===== config.mk =====
export PLATFORM = sky130hd
export DESIGN_NAME = gmii_frame_gen
export DESIGN_NICKNAME = d
export VERILOG_FILES = /design/src/rtl/gmii_frame_gen_pkg.sv /design/src/rtl/gmii_frame_gen.sv
export SDC_FILE = /design/constraint.sdc
export NUM_CORES = 1
export LEC_CHECK = 0
export BUFFER_PORTS_ARGS = -buffer_cell sky130_fd_sc_hd__clkbuf_2
export CORE_MARGIN = 2
export CORE_UTILIZATION = 50
export CTS_BUF_LIST = sky130_fd_sc_hd__clkbuf_2 sky130_fd_sc_hd__clkbuf_4 sky130_fd_sc_hd__clkbuf_8
export DETAILED_ROUTE_END_ITERATION = 7
export GPL_TIMING_DRIVEN = 0
export PLACE_DENSITY = 0.72
export SYNTH_ARGS = -nofsm -noshare
export SYNTH_HDL_FRONTEND = slang
export SYNTH_SLANG_ARGS = --single-unit

===== constraint.sdc =====
create_clock -name GTX_CLK -period 8.6 [get_ports GTX_CLK]
set_input_delay 1.29 -clock GTX_CLK [delete_from_list [all_inputs] [get_ports GTX_CLK]]
set_output_delay 1.29 -clock GTX_CLK [all_outputs]
set_load 0.01 [all_outputs]

===== src/rtl/gmii_frame_gen_pkg.sv =====
// Shared GMII/PCS constants, generator state encoding and the transmit bus payload.
package gmii_frame_gen_pkg;

  localparam logic [2:0] XMIT_CONFIGURATION = 3'b001;
  localparam logic [2:0] XMIT_IDLE          = 3'b010;
  localparam logic [2:0] XMIT_DATA          = 3'b100;

  localparam logic [7:0] GMII_PREAMBLE = 8'h55;
  localparam logic [7:0] GMII_SFD      = 8'hD5;

  typedef enum logic [2:0] {
    ST_IDLE,
    ST_WAIT_XMIT,
    ST_PREAMBLE,
    ST_SFD,
    ST_PAYLOAD,
    ST_IPG,
    ST_DONE
  } state_t;

  typedef struct packed {
    logic [7:0] txd;
    logic       en;
    logic       er;
  } gmii_tx_t;

  function automatic int unsigned max3(input int unsigned a, input int unsigned b,
                                       input int unsigned c);
    int unsigned m;
    m = (a > b) ? a : b;
    return (m > c) ? m : c;
  endfunction

endpackage


===== src/rtl/gmii_frame_gen.sv =====
// GMII transmit burst generator: N_FRAMES of preamble/SFD/counting payload/IPG, gated by PCS xmit.
module gmii_frame_gen
  import gmii_frame_gen_pkg::*;
#(
  parameter int unsigned N_FRAMES     = 4,
  parameter int unsigned PAYLOAD_LEN  = 46,
  parameter int unsigned IPG_LEN      = 12,
  parameter int unsigned PREAMBLE_LEN = 7,
  parameter logic [7:0]  SEED         = 8'h00,
  parameter bit          ERR_EN       = 1'b0,
  parameter int unsigned ERR_FRAME    = 1,
  parameter int unsigned ERR_BYTE     = 10
) (
  input  logic                              GTX_CLK,
  input  logic                              mr_main_reset,
  input  logic                              start,
  input  logic [2:0]                        xmit,
  output logic [7:0]                        TXD,
  output logic                              TX_EN,
  output logic                              TX_ER,
  output logic                              busy,
  output logic                              done,
  output logic [$clog2(N_FRAMES+1)-1:0]     frames_sent
);

  localparam int unsigned CNT_W = $clog2(max3(PREAMBLE_LEN, PAYLOAD_LEN, IPG_LEN) + 1);
  localparam int unsigned FS_W  = $clog2(N_FRAMES + 1);

  state_t           r_state, w_state_nxt;
  logic [CNT_W-1:0] r_cnt, w_cnt_nxt;
  logic [FS_W-1:0]  r_fs, w_fs_nxt;
  gmii_tx_t         r_tx, w_tx_nxt;
  logic             r_busy, w_busy_nxt;
  logic             r_done, w_done_nxt;

  logic w_last_pre, w_last_pay, w_last_ipg, w_last_frame, w_xmit_data;

  assign w_last_pre   = (32'(r_cnt) == PREAMBLE_LEN - 1);
  assign w_last_pay   = (32'(r_cnt) == PAYLOAD_LEN - 1);
  assign w_last_ipg   = (32'(r_cnt) == IPG_LEN - 1);
  assign w_last_frame = (32'(r_fs) + 32'd1 == N_FRAMES);
  assign w_xmit_data  = (xmit == XMIT_DATA);

  // Next state, then outputs decoded from the next state so they register in step with it.
  always_comb begin
    w_state_nxt = r_state;
    w_cnt_nxt   = '0;
    w_fs_nxt    = r_fs;
    w_tx_nxt    = '0;
    w_busy_nxt  = 1'b0;
    w_done_nxt  = 1'b0;

    case (r_state)
      ST_IDLE, ST_DONE: begin
        if (start) begin
          w_state_nxt = ST_WAIT_XMIT;
          w_fs_nxt    = '0;
        end
      end
      ST_WAIT_XMIT: begin
        if (w_xmit_data) w_state_nxt = ST_PREAMBLE;
      end
      ST_PREAMBLE: begin
        if (w_last_pre) w_state_nxt = ST_SFD;
        else            w_cnt_nxt   = r_cnt + CNT_W'(1);
      end
      ST_SFD: begin
        w_state_nxt = ST_PAYLOAD;
      end
      ST_PAYLOAD: begin
        if (w_last_pay) w_state_nxt = ST_IPG;
        else            w_cnt_nxt   = r_cnt + CNT_W'(1);
      end
      ST_IPG: begin
        // Last IPG cycle doubles as the xmit sample point, keeping back-to-back gaps at IPG_LEN.
        if (w_last_ipg) begin
          w_fs_nxt = r_fs + FS_W'(1);
          if (w_last_frame)     w_state_nxt = ST_DONE;
          else if (w_xmit_data) w_state_nxt = ST_PREAMBLE;
          else                  w_state_nxt = ST_WAIT_XMIT;
        end else begin
          w_cnt_nxt = r_cnt + CNT_W'(1);
        end
      end
      default: w_state_nxt = ST_IDLE;
    endcase

    case (w_state_nxt)
      ST_PREAMBLE: begin
        w_tx_nxt.txd = GMII_PREAMBLE;
        w_tx_nxt.en  = 1'b1;
      end
      ST_SFD: begin
        w_tx_nxt.txd = GMII_SFD;
        w_tx_nxt.en  = 1'b1;
      end
      ST_PAYLOAD: begin
        w_tx_nxt.txd = 8'(32'(SEED) + 32'(w_fs_nxt) + 32'(w_cnt_nxt));
        w_tx_nxt.en  = 1'b1;
        w_tx_nxt.er  = ERR_EN && (32'(w_fs_nxt) == ERR_FRAME) && (32'(w_cnt_nxt) == ERR_BYTE);
      end
      default: ;
    endcase

    w_busy_nxt = (w_state_nxt != ST_IDLE) && (w_state_nxt != ST_DONE);
    w_done_nxt = (w_state_nxt == ST_DONE);
  end

  always_ff @(posedge GTX_CLK) begin
    if (mr_main_reset) begin
      r_state <= ST_IDLE;
      r_cnt   <= '0;
      r_fs    <= '0;
      r_tx    <= '0;
      r_busy  <= 1'b0;
      r_done  <= 1'b0;
    end else begin
      r_state <= w_state_nxt;
      r_cnt   <= w_cnt_nxt;
      r_fs    <= w_fs_nxt;
      r_tx    <= w_tx_nxt;
      r_busy  <= w_busy_nxt;
      r_done  <= w_done_nxt;
    end
  end

  assign TXD         = r_tx.txd;
  assign TX_EN       = r_tx.en;
  assign TX_ER       = r_tx.er;
  assign busy        = r_busy;
  assign done        = r_done;
  assign frames_sent = r_fs;

endmodule


Word level (Yosys, flattened, before mapping)
Index checks and enable logic that the tools add are counted.

Word-level logic and storage cells: 48. Input bits: 6. Flip-flop bits (word level): 24. Output and inout bits: 15.

$add $sub $neg: 4. Muxes and demuxes: 16. Reductions and logical operators: 4. Equal/unequal tests: 16.

Operator list (number): case mux 9 bit (3 select lines) (1); 2-to-1 mux 3 bit (8); == test 3 bit (second input constant) (6); 2-to-1 mux 6 bit (3); case mux 3 bit (6 select lines) (1); case mux 6 bit (3 select lines) (1); == test 3 x 2 -> 1 bit (second input constant) (4); adder 3 x 6 -> 7 bit (1); adder 6 x 1 -> 6 bit (second input constant) (1); == test 6 x 3 -> 1 bit (second input constant) (1); == test 6 x 4 -> 1 bit (second input constant) (1); == test 6 bit (second input constant) (1); case mux 3 bit (2 select lines) (1); adder 3 x 1 -> 4 bit (second input constant) (1); == test 4 x 3 -> 1 bit (second input constant) (1); adder 3 x 1 -> 3 bit (second input constant) (1); == test 3 x 1 -> 1 bit (second input constant) (1); logical NOT 3 bit (1); inequality test 3 bit (second input constant) (1); nonzero test 3 bit (1); 2-to-1 mux 2 bit (1); OR reduction 2 bit (1); logical AND 1 bit (1).

Depth between registers and ports, before layout
Gate-level depths: netlist of the first run.

Depth after elaboration: 7. Gate-level depth with buffers: 13. Gate-level depth less buffers: 12.

Least setup slack after synthesis of the first run
OpenSTA, ideal clock, no wires.

Path kind: input port to flip-flop. From: input port start. To: register r_tx, in the netlist TXD[4]. Data arrival time: 2.827 ns. Path slack: 5.650 ns. Required time: 8.477 ns. Stages on the path: 10. Setup time: 0.123 ns. Path buffers: 0. Cell sequence: inv_1 -> o31a_2 -> nand2_1 -> o21ai_0 -> ha_1 -> fa_1 -> a21oi_1 -> nor3_1 -> mux2i_1 -> o21ai_0.

Word-level cells in the longest chain between the ends: 4. Elaborated cells between the ends (all ways): 9. Classes of those cells: add/sub: 1; eq/ne: 3; mux: 5.

Ends and longest elaborated chain: start, declared (line gmii_frame_gen.sv:16) `input logic start,`; 2-to-1 mux 3 bit (line gmii_frame_gen.sv:55) `if (start) begin`; case mux 3 bit (2 select lines) (line gmii_frame_gen.sv:53) `case (r_state)`; named net w_fs_nxt[0] (line gmii_frame_gen.sv:31) `logic [FS_W-1:0] r_fs, w_fs_nxt;`; adder 3 x 6 -> 7 bit (line gmii_frame_gen.sv:98) `w_tx_nxt.txd = 8'(32'(SEED) + 32'(w_fs_nxt) + 32'(w_cnt_nxt));`; case mux 9 bit (3 select lines) (line gmii_frame_gen.sv:88) `case (w_state_nxt)`; end signal, assigned (line gmii_frame_gen.sv:121) `r_tx <= w_tx_nxt;`; end, declared (line gmii_frame_gen.sv:32) `gmii_tx_t r_tx, w_tx_nxt;`.

The timed path passes the listed nets, and every way through them passes these cells. A chain may end at the register's enable or synchronous reset.

Worst setup path in the final report of the first run
From: register r_cnt[0]. To: register r_tx, in the netlist TXD[4].

Word-level cells in the longest chain between the ends: 5. Elaborated cells between the ends (all ways): 19. Classes of those cells: add/sub: 2; eq/ne: 6; mux: 11.

Ends and longest elaborated chain: start, declared (line gmii_frame_gen.sv:30) `logic [CNT_W-1:0] r_cnt, w_cnt_nxt;`; start signal, assigned (line gmii_frame_gen.sv:119) `r_cnt <= w_cnt_nxt;`; adder 6 x 1 -> 6 bit (tied with other cells) (line gmii_frame_gen.sv:65, gmii_frame_gen.sv:72, gmii_frame_gen.sv:82); 2-to-1 mux 6 bit, on equally long branches (line gmii_frame_gen.sv:76, gmii_frame_gen.sv:71, gmii_frame_gen.sv:64); case mux 6 bit (3 select lines) (*) (line gmii_frame_gen.sv:53); named net w_cnt_nxt[0] (line gmii_frame_gen.sv:30); adder 3 x 6 -> 7 bit (*) (line gmii_frame_gen.sv:98); case mux 9 bit (3 select lines) (*) (line gmii_frame_gen.sv:88).

Mark *: on every way through the listed nets, which the timed path passes. The rest lies on a longest branch.

==> results of run 1 <==
flip-flops by register name, indices dropped and copies added, names as in the netlist:
name and count:
frames_sent 3, TX_EN 1, busy 1, TXD 8, r_state 3, r_cnt 6
done 1
cell type report:
type                            count  share of cell area
Buffer                              7             0.02586
Clock buffer                        4             0.02069
Inverter                            8             0.02069
Multi-Input combinational cell    107              0.5241
Sequential cell                    23              0.3172
Tap cell                           30             0.02586
Timing Repair Buffer               19             0.06552
where the power goes:
group | total [uW] | switching (uW) | internal [uW] | leakage [uW]
combinational | 13.2 | 8.33 | 4.91 | 0.000406
clock | 52.6 | 31.3 | 21.3 | 0.0000184
sequential | 108 | 0.561 | 108 | 0.000186
Yosys cell counts (2+ instances only):
cell      number
o21ai_0        6
nor2_1        14
dfxtp_1       23
clkbuf_1       2
ha_1           7
a21oi_1       10
nand2_1        7
xor2_1         5
buf_2          3
a31oi_1        2
a22oi_1        3
buf_4          2
xnor2_1        3
nor3_1         9
nor2b_1        6
inv_1          8
nand3_1        7
worst max-delay path by stage:
| stage | from | end |
|---|---|---|
| after CTS | r_cnt[0] | TXD[4] |
| after global routing | r_cnt[0] | TXD[4] |
| after global placement | start | TXD[6] |
| after floorplan | start | TXD[4] |
| after detailed placement | start | TXD[4] |
| final | r_cnt[0] | TXD[4] |
per-layer routing:
layer	part of all wire	vias to the layer above	wire [um]	GRT usage
met3	0.048	5	120	0.05191
met1	0.48	514	1204	0.2629
met5	0	-	0	0
met2	0.46	27	1154	0.2976
met4	0.017	0	42	0.07500
li1	-	556	-	-
through the flow:
step / setup slack [ns] / cell area (um^2) / util / cells / hold WS, ns
detailed placement: 5.322 / 1421 / 0.5790 / 194 / 0.5902
global placement: 5.351 / 1421 / 0.5790 / 194 / 0.5750
finish: 5.515 / 1451 / 0.5912 / 198 / 0.6291
CTS: 5.557 / 1451 / 0.5912 / 198 / 0.6113
global route: 5.223 / 1451 / 0.5912 / 198 / 0.6546
floorplan: 5.650 / 1289 / - / 145 / 0.5144
cell families (layout without fill, tap and decap cells):
logic type / count (synthesis) / count (layout) / share of synthesized area
AO/OA/AOI/OAI: 29 / 29 / 0.1573
buffers and inverters: 15 / 38 / 0.05242
other: 1 / 1 / 0.002910
AND/OR/NAND/NOR: 60 / 60 / 0.2845
multiplexers: 1 / 1 / 0.007767
flip-flops: 23 / 23 / 0.3573
adder cells (fa/ha/maj): 8 / 8 / 0.08349
XOR/XNOR: 8 / 8 / 0.05437
==> impl_results.md, run 1 <==
* Status: complete, no violations
* DIE HEIGHT at between 50 and 60 um
* Startpoint Class: flop
* Worst r2r path cells at 12
* Slew Viols, Final at 0
* Number of flops mapped to enable cells by yosys at 0
* Post-route setup TNS at 0 ns
* CTS tree: done
* Initial antenna violation count at 0
* Seq cells post-synth at 23
* Diode count at 0
* Syn avg cell area at just under 9 um^2
* Number of global-route vias before repair at 903
* TritonCTS Buffers at 3
* Pleak at between 0.0006 and 0.0007 uW
* Final period util at 0.3587
* Post-Syn Instances at ~150
* Sequential area share after synthesis at 0.3573
* Routed WL at approximately 2500 um
* Via-to-Cell Ratio at 5.566
* Hold Path Origin: r_cnt[0]
* Row cnt at 18
* Syn. warnings at 0
* Worst EP arrival at 3.29 ns
* Max-Cap Viols at 0
* FF-to-FF Start: r_cnt[0]
* Delay-heaviest family, CP: adder cells
* Worst Setup End Kind: flop
* Placer Congestion at slightly below 0.9
* DRC at 0
* Final min period at around 3.1 ns
* Setup violators final at 0
* Layout area overhead at 12.62%
* Vias at roughly 1,100
* Crit-path max cell delay at between 0.4 and 0.5 ns
* Crit path kind: flop to flop
* Layout cell share with drive strength beyond 1 at 0.2321
* Setup Skew at ~0.017 ns
* Starting density of the core at 0.5250
* Initial DRT Pass Iterations at 4
* Syn_nets at approximately 160
* Post-synthesis cell area at 0.001289 mm^2
* Die width at between 50 and 60 um
* Final Power at ~170 uW
* Hold depth at 1
* Clk root buf: clkbuf_4
* Worst path required time at just under 9 ns
* Pin count of the biggest net entering global routing at 13
* Reg2reg setup slack at about 5.5 ns
* HP Class: flop to flop
* 1st-iter DRT viols at 30
* Yosys top cell area share at 0.3573
* Crit path buffers/inverters at 1
* Clock transition at path regs at roughly 0.11 ns
* Number of fill cells at ~240
* Clk sinks at 23
* Hold EP: r_cnt[0]
* Gr usage total at 0.1961
* CP Cell Sequence: ha_1 -> nor4b_4 -> a21oi_1 -> a211oi_1 -> buf_2 -> nor2_1 -> ha_1 -> fa_1 -> a21oi_1 -> nor3_1 -> mux2i_1 -> o21ai_0
* CTS resizes at 0
* NumNets Final at around 180
* Footprint of the multi-input gates at between 700 and 800 um^2
* Max_slew headroom at 0.6191
* Core area at roughly 0.0025 mm^2
* RSZ-0062 raised after global routing: false
* Cell variety after synth at between 40 and 50
* Synth area leaders: dfxtp_1 (36%), ha_1 (6.8%), nor2_1 (4.1%)
* Routed Antenna Nets at 0
* H-tree depth at 1
* Tightest Pin Transition at ~0.57 ns
* CP Max Fanout at 10
* First-pass GRT wire length at between 4000 and 5000 um
* Worst-Skew Late Latency at 0.32 ns
* VDD IR-drop max at ~160 uV
* Largest area contributor in the netlist: dfxtp_1
* Main synth FF type: dfxtp_1
* # hold bufs at CTS at 0
* Clock Tree Buf Depth at 2
* Overflow after GRT at 0
* Port Buffers at 19
* DIE AREA at ~0.003 mm^2
* Worst r2r dst: TXD[4]
* Pwr Density at between 100 and 150 mW/mm^2
* DP HPWL at 2003 um
* Post-CTS Setup Bufs at 0
* IO Count at 21
* Highest clock rate at 0.3242 GHz
* Ys async rst share at 0
* Critical-path top delay cell: dfxtp_1
* Commonest non-fill, non-tap cell in the layout: dfxtp_1
* WL per Instance at between 10 and 15 um
* Final-report hold violation count at 0
* Most frequent cells in the layout: dfxtp_1 (23), clkbuf_2 (19), nor2_1 (14)
* Stages on worst setup path at 12
* Seq. cell area at about 460 um^2
Note: power is estimated with default switching activity, not from simulation.
==> run 2: changes to the inputs <==
==> constraint.sdc (replaced) <==
create_clock -name GTX_CLK -period 3.13 [get_ports GTX_CLK]
set_input_delay 0.4695 -clock GTX_CLK [delete_from_list [all_inputs] [get_ports GTX_CLK]]
set_output_delay 0.4695 -clock GTX_CLK [all_outputs]
set_load 0.01 [all_outputs]
==> run 2 against run 1 <==
Net effect:
- non-clock buffer count is 1 higher
- count of clock-buffer cells in the layout stayed put
- total power grew to 2.7 times the previous value
- critical path depth is 1 higher
- final area is 1.1% higher
- clock power grew to 2.8 times the previous value
- combinational power grew to 2.8 times the previous value
- global-route usage stayed put
- largest cell class unchanged
- via count is 0.82% lower
- largest power group unchanged
==> impl_results.md, run 2 (synthesis results as in run 1) <==
* Critical-path top delay cell: dfxtp_1
* Starting density of the core at 0.5250 (unchanged)
* Max-Cap Viols at 0 (unchanged)
* Worst-Skew Late Latency at 0.32 ns (about the same)
* Setup Skew at 0.01734 ns (+0.00001010 ns)
* Number of global-route vias before repair at 903 (unchanged)
* Placement Cell Area at 0.001421 mm^2 (unchanged)
* NumNets Final at 184 (+0.55%)
* DRC at 0 (unchanged)
* Pwr Density at 326.2 mW/mm^2 (+170%)
* Pleak at 0.0006189 uW (+1.5%)
* Routed WL at 2551 um (+1.2%)
* Final Cell Area at 0.001468 mm^2 (+1.1%)
* Most frequent cells in the layout: dfxtp_1 (22), clkbuf_2 (19), nor2_1 (14)
* Slew Viols, Final at 0 (unchanged)
* HP Class: input port to flop
* Die width at 54.77 um (unchanged)
* CP Cell Sequence: ha_1 -> nor4b_4 -> buf_4 -> nand4_4 -> o31a_2 -> nand2_1 -> o21ai_0 -> ha_1 -> fa_1 -> a21oi_1 -> nor3_1 -> mux2i_1 -> o21ai_0
* Gr usage total at 0.1961 (unchanged)
* Max reg flops at 8 (unchanged)
* Initial antenna violation count at 0 (unchanged)
* CP Max Fanout at 6 (-4)
* H-tree depth at 1 (unchanged)
* WL per Instance at 12.82 um (+0.68%)
* IO Count at 21 (unchanged)
* Final-report hold violation count at 0 (unchanged)
* # hold bufs at CTS at 0 (unchanged)
* Worst path required time at 3.37 ns (-5.43 ns)
* Clock transition at path regs at 0.13 ns (+0.02 ns)
* Highest clock rate at 0.3474 GHz (+7.2%)
* Worst Setup End Kind: flop
* CTS tree: done
* Crit path kind: flop to flop
* Post-route setup TNS at 0 ns (unchanged)
* Status: complete, no violations
* Startpoint Class: flop
* Row cnt at 18 (unchanged)
* Crit-path max cell delay at 0.42 ns (-0.06 ns)
* Max_slew headroom at 0.6142 (-0.004956)
* Setup violators final at 0 (unchanged)
* Placer Congestion at 0.8779 (unchanged)
* DIE AREA at 0.003000 mm^2 (unchanged)
* Clk root buf: clkbuf_4
* Footprint of the multi-input gates at 765.7 um^2 (+0.66%)
* Diode count at 0 (unchanged)
* Via-to-Cell Ratio at 5.492 (-1.3%)
* Final period util at 0.9197 (+0.5610)
* Initial DRT Pass Iterations at 4 (unchanged)
* Dpl cells at 194 (unchanged)
* Non-filler cells, final at 199 (+0.51%)
* 1st-iter DRT viols at 23 (-23%)
* Port Buffers at 19 (unchanged)
* DIE HEIGHT at 54.77 um (unchanged)
* Worst EP arrival at 3.12 ns (-0.17 ns)
* Clk sinks at 23 (unchanged)
* Layout cell share with drive strength beyond 1 at 0.2485 (+0.01638)
* Tightest Pin Transition at 0.5743 ns (+0.007377 ns)
* Final min period at 2.879 ns (-0.2063 ns)
* Pin count of the biggest net entering global routing at 13 (unchanged)
* RSZ-0062 raised after global routing: false
* VDD IR-drop max at 450.0 uV (+170%)
* Core area at 0.002455 mm^2 (unchanged)
* DP HPWL at 2003 um (unchanged)
* Routed Antenna Nets at 0 (unchanged)
* Number of fill cells at 238 (+0.85%)
* Overflow after GRT at 0 (unchanged)
* Layout area overhead at 13.88%
* Seq. cell area at 461.7 um^2 (+0.27%)
* First-pass GRT wire length at 4126 um (unchanged)
* Clock Tree Buf Depth at 2 (unchanged)
* Vias at 1,093 (-0.82%)
* Commonest non-fill, non-tap cell in the layout: dfxtp_1
* TritonCTS Buffers at 3 (unchanged)
run 2: power breakdown:
part	total, uW	internal, uW	switching [uW]	leakage, uW
combinational	36.7	13.7	23.0	0.000414
sequential	298	296	1.55	0.000186
clock	145	58.5	86.0	0.0000184
run 2: repair_timing:
| item | CTS | global route |
|---|---|---|
| setup buffers | 0 | 1 |
| resized for setup | 0 | 3 |
| endpoints found under the setup margin | 0 | 4 |
| endpoints found under the hold margin | 0 | 0 |
run 2: cell type report:
class,count,share of cell area
multi-input combinational,107,0.5217
timing repair buffer,20,0.06991
clock buffer,4,0.02046
sequential,23,0.3146
buffer,7,0.02728
inverter,8,0.02046
tap,30,0.02558
run 2: worst max-delay path, delay by kind of cell, from the launching register on:
kind	cells	cell delay [ns]
fa+ha+maj	3	0.90
compound gates	4	0.62
simple gates	4	0.55
flops	1	0.42
buf+inv	1	0.19
mux	1	0.12
run 2: worst paths after layout:
path	end	startpoint	cells after the start	slack (ns)
max	TXD[4]	r_cnt[1]	13	0.25
min	frames_sent[1]	mr_main_reset	2	0.39
max reg2reg	TXD[4]	r_cnt[1]	13	0.25
min reg2reg	r_cnt[0]	r_cnt[0]	1	0.52
run 2: per-layer routing:
layer | global-route usage | wire length, um | up-vias
li1 | - | - | 559
met1 | 0.2629 | 1202 | 509
met2 | 0.2976 | 1200 | 20
met3 | 0.05191 | 105 | 5
met4 | 0.07500 | 42 | 0
met5 | 0 | 0 | -
run 2: per-stage QoR:
step | total power [uW] | utilization | hold WS (ns) | setup WS (ns)
global placement | 340.1 | 0.5790 | 0.5750 | 0.1128
floorplan | 328.7 | - | 0.5144 | 0.4519
detailed placement | 340.7 | 0.5790 | 0.5902 | 0.1184
global route | 494.7 | 0.5979 | 0.3931 | 0.003698
finish | 478.8 | 0.5979 | 0.3871 | 0.2515
CTS | 481.9 | 0.5912 | 0.3903 | 0.08720
